<file path="src/rtl/gemm_tile_sequencer_pkg.sv">
`default_nettype none
// ============================================================================
// Module      : gemm_tile_sequencer_pkg
// Description : Shared definitions for the gemm tile sequencer: systolic
//               array dimensions, gemm register map, sequencer state
//               encoding, the packed tile-size word, and a tile-size helper.
// Revision    : 1.0 - initial release
// ============================================================================
package gemm_tile_sequencer_pkg;

    // Systolic array geometry; sets the default B/C tile width and tile depth.
    localparam int SUPER_SYS_ROWS = 16;
    localparam int SUPER_SYS_COLS = 16;

    // Width of each tile-size field in the DIM register.
    localparam int SIZE_W = 5;

    // gemm register offsets from the gemm base address. Reads of REG_A
    // return FULL status; reads of REG_DIM return DONE status.
    localparam logic [31:0] REG_A    = 32'd0;
    localparam logic [31:0] REG_B    = 32'd4;
    localparam logic [31:0] REG_C    = 32'd8;
    localparam logic [31:0] REG_ASTR = 32'd12;
    localparam logic [31:0] REG_BSTR = 32'd16;
    localparam logic [31:0] REG_CTRL = 32'd20;
    localparam logic [31:0] REG_DIM  = 32'd24;

    typedef enum logic [3:0] {
        IDLE     = 4'd0,
        WR_ASTR  = 4'd1,
        WR_BSTR  = 4'd2,
        WR_A     = 4'd3,
        WR_B     = 4'd4,
        WR_C     = 4'd5,
        WR_CTRL  = 4'd6,
        WR_DIM   = 4'd7,
        RD_FULL  = 4'd8,
        CHK_FULL = 4'd9,
        RD_DONE  = 4'd10,
        CHK_DONE = 4'd11
    } seq_state_t;

    typedef struct packed {
        logic [SIZE_W-1:0] nsize;
        logic [SIZE_W-1:0] ksize;
        logic [SIZE_W-1:0] msize;
    } gemm_dim_t;

    // Size of a tile given the remaining extent and the tile block size.
    function automatic logic [SIZE_W-1:0] tile_size(input logic [31:0] remain,
                                                    input logic [31:0] blk);
        logic [31:0] v;
        v = (remain < blk) ? remain : blk;
        return SIZE_W'(v);
    endfunction

endpackage
`default_nettype wire

</file>
<file path="src/rtl/gemm_tile_sequencer_addr_gen.sv">
`default_nettype none
// ============================================================================
// Module      : gemm_tile_addr_gen
// Description : Combinational per-tile address and size generation from the
//               latched GEMM job and the current n/m/k tile origin.
// Ports       : dim_m/k/n       - latched matrix dimensions
//               a/b/c_base      - latched element base addresses
//               m/k/n_idx       - current tile origin
//               a/b/c_addr      - tile start addresses (B: last tile row)
//               ctrl_word       - {30'b0, first, last}
//               dim_word        - packed msize/ksize/nsize
//               last_k/m/n      - current tile is the last along that loop
// Revision    : 1.0 - initial release
// ============================================================================
module gemm_tile_addr_gen
    import gemm_tile_sequencer_pkg::*;
#(
    parameter int BLKM  = 16,
    parameter int BLKN  = SUPER_SYS_ROWS,
    parameter int BLKK  = SUPER_SYS_COLS,
    parameter int DIM_W = 16
) (
    input  logic [DIM_W-1:0] dim_m,
    input  logic [DIM_W-1:0] dim_k,
    input  logic [DIM_W-1:0] dim_n,
    input  logic [31:0]      a_base,
    input  logic [31:0]      b_base,
    input  logic [31:0]      c_base,
    input  logic [DIM_W-1:0] m_idx,
    input  logic [DIM_W-1:0] k_idx,
    input  logic [DIM_W-1:0] n_idx,
    output logic [31:0]      a_addr,
    output logic [31:0]      b_addr,
    output logic [31:0]      c_addr,
    output logic [31:0]      ctrl_word,
    output logic [31:0]      dim_word,
    output logic             last_k,
    output logic             last_m,
    output logic             last_n
);

    localparam logic [31:0] c_blkm = 32'(BLKM);
    localparam logic [31:0] c_blkn = 32'(BLKN);
    localparam logic [31:0] c_blkk = 32'(BLKK);

    // All arithmetic is carried out in 32 bits and wraps modulo 2^32.
    logic [31:0] w_dm, w_dk, w_dn;
    logic [31:0] w_m, w_k, w_n;
    gemm_dim_t   w_dim;
    logic        w_first;

    assign w_dm = 32'(dim_m);
    assign w_dk = 32'(dim_k);
    assign w_dn = 32'(dim_n);
    assign w_m  = 32'(m_idx);
    assign w_k  = 32'(k_idx);
    assign w_n  = 32'(n_idx);

    assign w_dim.msize = tile_size(w_dm - w_m, c_blkm);
    assign w_dim.ksize = tile_size(w_dk - w_k, c_blkk);
    assign w_dim.nsize = tile_size(w_dn - w_n, c_blkn);

    assign a_addr = a_base + w_k + (w_m * w_dk);
    // B is streamed bottom-up, so point at the last row of the B tile.
    assign b_addr = b_base + w_n + ((w_k + 32'(w_dim.ksize) - 32'd1) * w_dn);
    assign c_addr = c_base + w_n + (w_m * w_dn);

    assign last_k  = (w_k + c_blkk) >= w_dk;
    assign last_m  = (w_m + c_blkm) >= w_dm;
    assign last_n  = (w_n + c_blkn) >= w_dn;
    assign w_first = (k_idx == '0);

    assign ctrl_word = {30'd0, w_first, last_k};
    assign dim_word  = {{(32-$bits(gemm_dim_t)){1'b0}}, w_dim};

endmodule
`default_nettype wire

</file>
<file path="src/rtl/gemm_tile_sequencer.sv">
`default_nettype none
// ============================================================================
// Module      : gemm_tile_sequencer
// Description : Walks the n/m/k tile loops of a whole GEMM job, issuing the
//               per-tile gemm register writes over the system bus and
//               polling the gemm FULL and DONE status.
// Ports       : clk, rst (async, active-high)
//               start, cfg_m/k/n, cfg_a/b/c_addr - job request
//               busy, done, err                  - job status
//               bus_en, bus_rdwr, bus_addr,
//               bus_wr_data, bus_rd_data         - gemm system bus master
//               perf_cycles, perf_tiles          - only with
//                                                  GEMM_SEQ_PERF_CNT_EN
// Options     : `define GEMM_SEQ_PERF_CNT_EN to add performance counters.
// Revision    : 1.0 - initial release
// ============================================================================
module gemm_tile_sequencer
    import gemm_tile_sequencer_pkg::*;
#(
    parameter int          BLKM      = 16,
    parameter int          BLKN      = SUPER_SYS_ROWS,
    parameter int          BLKK      = SUPER_SYS_COLS,
    parameter int          DIM_W     = 16,
    parameter logic [31:0] BASE_ADDR = 32'h9000_0000
) (
    input  logic             clk,
    input  logic             rst,
    input  logic             start,
    input  logic [DIM_W-1:0] cfg_m,
    input  logic [DIM_W-1:0] cfg_k,
    input  logic [DIM_W-1:0] cfg_n,
    input  logic [31:0]      cfg_a_addr,
    input  logic [31:0]      cfg_b_addr,
    input  logic [31:0]      cfg_c_addr,
    output logic             busy,
    output logic             done,
    output logic             err,
    output logic             bus_en,
    output logic             bus_rdwr,
    output logic [31:0]      bus_addr,
    output logic [31:0]      bus_wr_data,
    input  logic [31:0]      bus_rd_data
`ifdef GEMM_SEQ_PERF_CNT_EN
    ,
    output logic [31:0]      perf_cycles,
    output logic [31:0]      perf_tiles
`endif
);

    seq_state_t       r_state;
    seq_state_t       w_state_next;

    logic [DIM_W-1:0] r_dim_m, r_dim_k, r_dim_n;
    logic [DIM_W-1:0] r_m_idx, r_k_idx, r_n_idx;
    logic [31:0]      r_a_base, r_b_base, r_c_base;
    logic             r_done, r_err;

    logic             w_start_ok;
    logic             w_zero_dim;
    logic             w_rd_one;
    logic             w_advance;
    logic [31:0]      w_a_addr, w_b_addr, w_c_addr, w_ctrl, w_dim;
    logic             w_last_k, w_last_m, w_last_n;

    assign w_start_ok = (r_state == IDLE) && start;
    assign w_zero_dim = (cfg_m == '0) || (cfg_k == '0) || (cfg_n == '0);
    assign w_rd_one   = (bus_rd_data == 32'd1);
    // A CHK_FULL cycle that does not see FULL moves on to the next tile.
    assign w_advance  = (r_state == CHK_FULL) && !w_rd_one;

    gemm_tile_addr_gen #(
        .BLKM  (BLKM),
        .BLKN  (BLKN),
        .BLKK  (BLKK),
        .DIM_W (DIM_W)
    ) u_addr_gen (
        .dim_m     (r_dim_m),
        .dim_k     (r_dim_k),
        .dim_n     (r_dim_n),
        .a_base    (r_a_base),
        .b_base    (r_b_base),
        .c_base    (r_c_base),
        .m_idx     (r_m_idx),
        .k_idx     (r_k_idx),
        .n_idx     (r_n_idx),
        .a_addr    (w_a_addr),
        .b_addr    (w_b_addr),
        .c_addr    (w_c_addr),
        .ctrl_word (w_ctrl),
        .dim_word  (w_dim),
        .last_k    (w_last_k),
        .last_m    (w_last_m),
        .last_n    (w_last_n)
    );

    // ------------------------------------------------------------------
    // State register
    // ------------------------------------------------------------------
    always_ff @(posedge clk or posedge rst) begin
        if (rst) begin
            r_state <= IDLE;
        end else begin
            r_state <= w_state_next;
        end
    end

    // ------------------------------------------------------------------
    // Next-state logic
    // ------------------------------------------------------------------
    always_comb begin
        w_state_next = r_state;
        unique case (r_state)
            IDLE:     if (w_start_ok && !w_zero_dim) w_state_next = WR_ASTR;
            WR_ASTR:  w_state_next = WR_BSTR;
            WR_BSTR:  w_state_next = WR_A;
            WR_A:     w_state_next = WR_B;
            WR_B:     w_state_next = WR_C;
            WR_C:     w_state_next = WR_CTRL;
            WR_CTRL:  w_state_next = WR_DIM;
            WR_DIM:   w_state_next = RD_FULL;
            RD_FULL:  w_state_next = CHK_FULL;
            CHK_FULL: begin
                if (w_rd_one) begin
                    w_state_next = RD_FULL;
                end else if (w_last_k && w_last_m && w_last_n) begin
                    w_state_next = RD_DONE;
                end else begin
                    w_state_next = WR_A;
                end
            end
            RD_DONE:  w_state_next = CHK_DONE;
            CHK_DONE: w_state_next = w_rd_one ? IDLE : RD_DONE;
            default:  w_state_next = IDLE;
        endcase
    end

    // ------------------------------------------------------------------
    // Bus outputs
    // ------------------------------------------------------------------
    always_comb begin
        bus_en      = 1'b0;
        bus_rdwr    = 1'b0;
        bus_addr    = 32'd0;
        bus_wr_data = 32'd0;
        unique case (r_state)
            WR_ASTR: begin
                bus_en = 1'b1; bus_rdwr = 1'b1;
                bus_addr = BASE_ADDR + REG_ASTR; bus_wr_data = 32'(r_dim_k);
            end
            WR_BSTR: begin
                bus_en = 1'b1; bus_rdwr = 1'b1;
                bus_addr = BASE_ADDR + REG_BSTR; bus_wr_data = 32'(r_dim_n);
            end
            WR_A: begin
                bus_en = 1'b1; bus_rdwr = 1'b1;
                bus_addr = BASE_ADDR + REG_A; bus_wr_data = w_a_addr;
            end
            WR_B: begin
                bus_en = 1'b1; bus_rdwr = 1'b1;
                bus_addr = BASE_ADDR + REG_B; bus_wr_data = w_b_addr;
            end
            WR_C: begin
                bus_en = 1'b1; bus_rdwr = 1'b1;
                bus_addr = BASE_ADDR + REG_C; bus_wr_data = w_c_addr;
            end
            WR_CTRL: begin
                bus_en = 1'b1; bus_rdwr = 1'b1;
                bus_addr = BASE_ADDR + REG_CTRL; bus_wr_data = w_ctrl;
            end
            WR_DIM: begin
                bus_en = 1'b1; bus_rdwr = 1'b1;
                bus_addr = BASE_ADDR + REG_DIM; bus_wr_data = w_dim;
            end
            // The read request is held through the CHK cycle while the
            // returned status is sampled.
            RD_FULL, CHK_FULL: begin
                bus_en = 1'b1; bus_addr = BASE_ADDR + REG_A;
            end
            RD_DONE, CHK_DONE: begin
                bus_en = 1'b1; bus_addr = BASE_ADDR + REG_DIM;
            end
            default: ;
        endcase
    end

    assign busy = (r_state != IDLE);
    assign done = r_done;
    assign err  = r_err;

    // ------------------------------------------------------------------
    // Job latch, loop counters and status pulses
    // ------------------------------------------------------------------
    always_ff @(posedge clk or posedge rst) begin
        if (rst) begin
            r_dim_m  <= '0;
            r_dim_k  <= '0;
            r_dim_n  <= '0;
            r_a_base <= '0;
            r_b_base <= '0;
            r_c_base <= '0;
            r_m_idx  <= '0;
            r_k_idx  <= '0;
            r_n_idx  <= '0;
            r_done   <= 1'b0;
            r_err    <= 1'b0;
        end else begin
            r_done <= (r_state == CHK_DONE) && w_rd_one;
            r_err  <= w_start_ok && w_zero_dim;
            if (w_start_ok) begin
                r_dim_m  <= cfg_m;
                r_dim_k  <= cfg_k;
                r_dim_n  <= cfg_n;
                r_a_base <= cfg_a_addr;
                r_b_base <= cfg_b_addr;
                r_c_base <= cfg_c_addr;
                r_m_idx  <= '0;
                r_k_idx  <= '0;
                r_n_idx  <= '0;
            end else if (w_advance) begin
                // k innermost, then m, with n outermost.
                if (!w_last_k) begin
                    r_k_idx <= r_k_idx + DIM_W'(BLKK);
                end else begin
                    r_k_idx <= '0;
                    if (!w_last_m) begin
                        r_m_idx <= r_m_idx + DIM_W'(BLKM);
                    end else begin
                        r_m_idx <= '0;
                        if (!w_last_n) begin
                            r_n_idx <= r_n_idx + DIM_W'(BLKN);
                        end
                    end
                end
            end
        end
    end

`ifdef GEMM_SEQ_PERF_CNT_EN
    // perf_cycles counts the start cycle, every busy cycle and the done cycle.
    always_ff @(posedge clk or posedge rst) begin
        if (rst) begin
            perf_cycles <= 32'd0;
            perf_tiles  <= 32'd0;
        end else if (w_start_ok) begin
            perf_cycles <= w_zero_dim ? 32'd0 : 32'd1;
            perf_tiles  <= 32'd0;
        end else begin
            if (busy || r_done) begin
                perf_cycles <= perf_cycles + 32'd1;
            end
            if (r_state == WR_DIM) begin
                perf_tiles <= perf_tiles + 32'd1;
            end
        end
    end
`endif

endmodule
`default_nettype wire

</file>
<file path="config.mk">
export PLATFORM = sky130hd
export DESIGN_NAME = gemm_tile_sequencer
export DESIGN_NICKNAME = d
export VERILOG_FILES = /design/src/rtl/gemm_tile_sequencer_pkg.sv /design/src/rtl/gemm_tile_sequencer_addr_gen.sv /design/src/rtl/gemm_tile_sequencer.sv
export SDC_FILE = /design/constraint.sdc
export NUM_CORES = 2
export LEC_CHECK = 0
export ABC_AREA = 1
export BUFFER_PORTS_ARGS = -buffer_cell sky130_fd_sc_hd__buf_4
export CAP_MARGIN = 20
export CORE_UTILIZATION = 53
export DETAILED_ROUTE_END_ITERATION = 16
export HOLD_SLACK_MARGIN = 0.15
export PLACE_DENSITY = 0.69
export REMOVE_ABC_BUFFERS = 1
export SLEW_MARGIN = 0
export SYNTH_ARGS = -nofsm -noshare
export SYNTH_HDL_FRONTEND = slang
export SYNTH_SLANG_ARGS = --single-unit
export TNS_END_PERCENT = 5
</file>
<file path="constraint.sdc">
create_clock -name clk -period 20.6 [get_ports clk]
set_clock_uncertainty 0.05 [all_clocks]
set_input_delay 1.03 -clock clk [delete_from_list [all_inputs] [get_ports clk]]
set_output_delay 1.03 -clock clk [all_outputs]
set_load 0.1 [all_outputs]
</file>
==> out/metrics.yaml <==
status: "finished, final reports clean"
syn-instance-count: 5403
clockBufferDepth: 2
rsz0062_at_grt: "false"
cp_slowest_cell: "xor2_1"
grt.met1_usage: 0.430
clock-sinks: 186
cp_data_required_time_ns: 19.52
htreeDepth: 4
cts_tree: "done"
ant_nets: 0
drc_errors: 0
synth-edff-count: 0
nNetsFinal: 6890
maxCapViolCount: 0
met2_usage: 0.523
busiest_layer: "met2"
drive_gt1_frac: 0.0723
area_delta_synth_final_pct: 8.35
fmax_ghz: 0.0767
rows: 102
finalCriticalPeriod_ns: 13.04
synth.cell_area_sq_mm: 0.0420
grt_pass1_vias: 35600
ys.warnings.count: 0
drtIter0Drc: 2492
gr-total-overflow: 0
hold_path.class: "register to register"
grt_max_degree: 85
firstDrtPassIters: 6
cp_common_cell: "inv_1"
vias_per_cell: 5.24
grt_pass1_wl_um: 199000
postCtsHoldBufs: 0
setup_viol: 0
insertion_delay_ns: 0.53
ys_ff_latch: 186
core_area_sq_mm: 0.0778
fill_cells: 7314
async_reset_ff_frac: 1.00
yosysTopAreaCellShare: 0.366
vias: 34900
syn_avg_cell_area_sq_um: 7.77
route.detailed.wl_per_inst_um: 18.8
postCtsSetupBuffers: 0
cts_resized: 0
grt_usage: 0.325
dieArea_sq_mm: 0.0803
report.final.slew_viol_count: 0
use_met3: 0.0530
cts_buffers: 17
ys_seq_area_frac: 0.111
fp.dieW_um: 283
initial_core_util: 0.539
critPathLaunchType: "register"
critPathCaptureType: "primary output"
synth_top_cell_by_area: "fa_1"
diodes: 0
gp_congestion: 0.977
ys_dominant_reg_cell: "dfrtp_1"
io_pins: 248
maxSlewHeadroom: 0.212
hpwl_um: 103000
period_share: 0.633
worst_slew_pin_slew_ns: 1.17
yosysUniqueCellTypes: 62
synthTopCellsByCount: "inv_1 (1455), nand2_1 (1181), fa_1 (767)"
cp_slowest_stage_delay_ns: 0.86
hold_viol: 0
port_buffers: 220
tns_ns: 0
antenna_found_initial: 4
path_clk_slew_ns: 0.09
worst_ep_arrival_time_ns: 11.96
worstPathMaxFanout: 14
cts-root-buf: "clkbuf_16"
fp.dieH_um: 283
synth_most_common_cell: "inv_1"
crit_type: "register to primary output"
routed_wl_um: 125000
synth_area_leaders: "fa_1 (37%), inv_1 (13%), dfrtp_1 (11%), nand2_1 (11%), ha_1 (10%)"
-- area by class of cell --
| cell class | instances | area (sq um) | share of cell area |
|---|---|---|---|
| Tap cell | 1040 | 1300 | 0.0286 |
| Clock inverter | 15 | 179 | 0.00394 |
| Sequential cell | 186 | 4650 | 0.102 |
| Timing Repair Buffer | 277 | 2080 | 0.0457 |
| Clock buffer | 17 | 425 | 0.00936 |
| Inverter | 1491 | 5610 | 0.123 |
| Multi-Input combinational cell | 3627 | 31200 | 0.687 |
-- sequential cells by signal, summed over array words and instances (netlist names) --
register / flops
done: 1
err: 1
r_a_base: 32
r_b_base: 32
r_c_base: 32
r_dim_k: 16
r_dim_m: 16
r_dim_n: 16
r_k_idx: 12
r_m_idx: 12
r_n_idx: 12
r_state: 4
-- layout by cell type (no fill, tap or decap), types with 14 or more instances in the layout --
cell type / n
nand3_1: 133
o21bai_1: 15
nor3_1: 19
o22ai_1: 16
or2_2: 27
clkinv_1: 19
xnor2_1: 29
nor4_1: 23
o21ai_0: 212
ha_1: 344
inv_2: 17
nand4_1: 34
inv_1: 1453
buf_4: 276
nand2_1: 1181
nor2_1: 343
a21oi_1: 177
dfrtp_1: 186
fa_1: 767
a31oi_1: 14
xor2_1: 58
clkbuf_16: 17
conb_1: 111
-- critical path, delay by kind of cell, from the launching register on --
family / cells / cell delay [ns]
simple gates: 18 / 2.45
compound gates: 11 / 2.08
buf+inv: 11 / 1.31
xor+xnor: 2 / 1.04
flops: 1 / 0.66
fa+ha+maj: 9 / 3.81
-- kinds of logic (layout without fill, tap and decap cells) --
logic type	count (synthesis)	after routing	synth area share
simple gates	1819	1819	0.180
buf+inv	1699	1800	0.155
fa+ha+maj	1111	1111	0.469
compound gates	497	497	0.0663
flops	186	186	0.111
xor+xnor	89	89	0.0189
other cells	2	111	0.000179
-- per-layer routing --
layer	wire [um]	vias up
li1	-	16100
met3	10400	271
met4	6220	6
met2	58300	1404
met1	50100	17100
met5	36	-
-- per-stage QoR --
stage | cells | worst slack (ns) | utilization | hold slack (ns) | area (sq um)
2_1_floorplan | 5304 | 7.93 | - | 0.398 | 41500
3_3_place_gp | 6620 | 8.71 | 0.576 | 0.415 | 44900
3_5_place_dp | 6620 | 8.39 | 0.576 | 0.419 | 44900
4_1_cts | 6652 | 7.76 | 0.584 | 0.439 | 45500
5_1_grt | 6653 | 7.00 | 0.584 | 0.459 | 45500
6_report | 6653 | 7.56 | 0.584 | 0.438 | 45500
-- worst paths after layout --
check | start | cells after the start | slack (ns) | end
worst max-delay path | r_dim_k[4] | 51 | 7.56 | bus_wr_data[28]
worst min-delay path | r_b_base[2] | 2 | 0.44 | r_b_base[2]
worst max register to register | r_m_idx[8] | 18 | 15.05 | r_n_idx[9]
min in group asynchronous | rst | 2 | 0.52 | r_a_base[27]
worst min register to register | r_b_base[2] | 2 | 0.44 | r_b_base[2]
max in group asynchronous | rst | 3 | 18.57 | r_b_base[7]
Power is not shown: default switching activity piles up to over one toggle a cycle in this logic, so the estimate is an artifact.
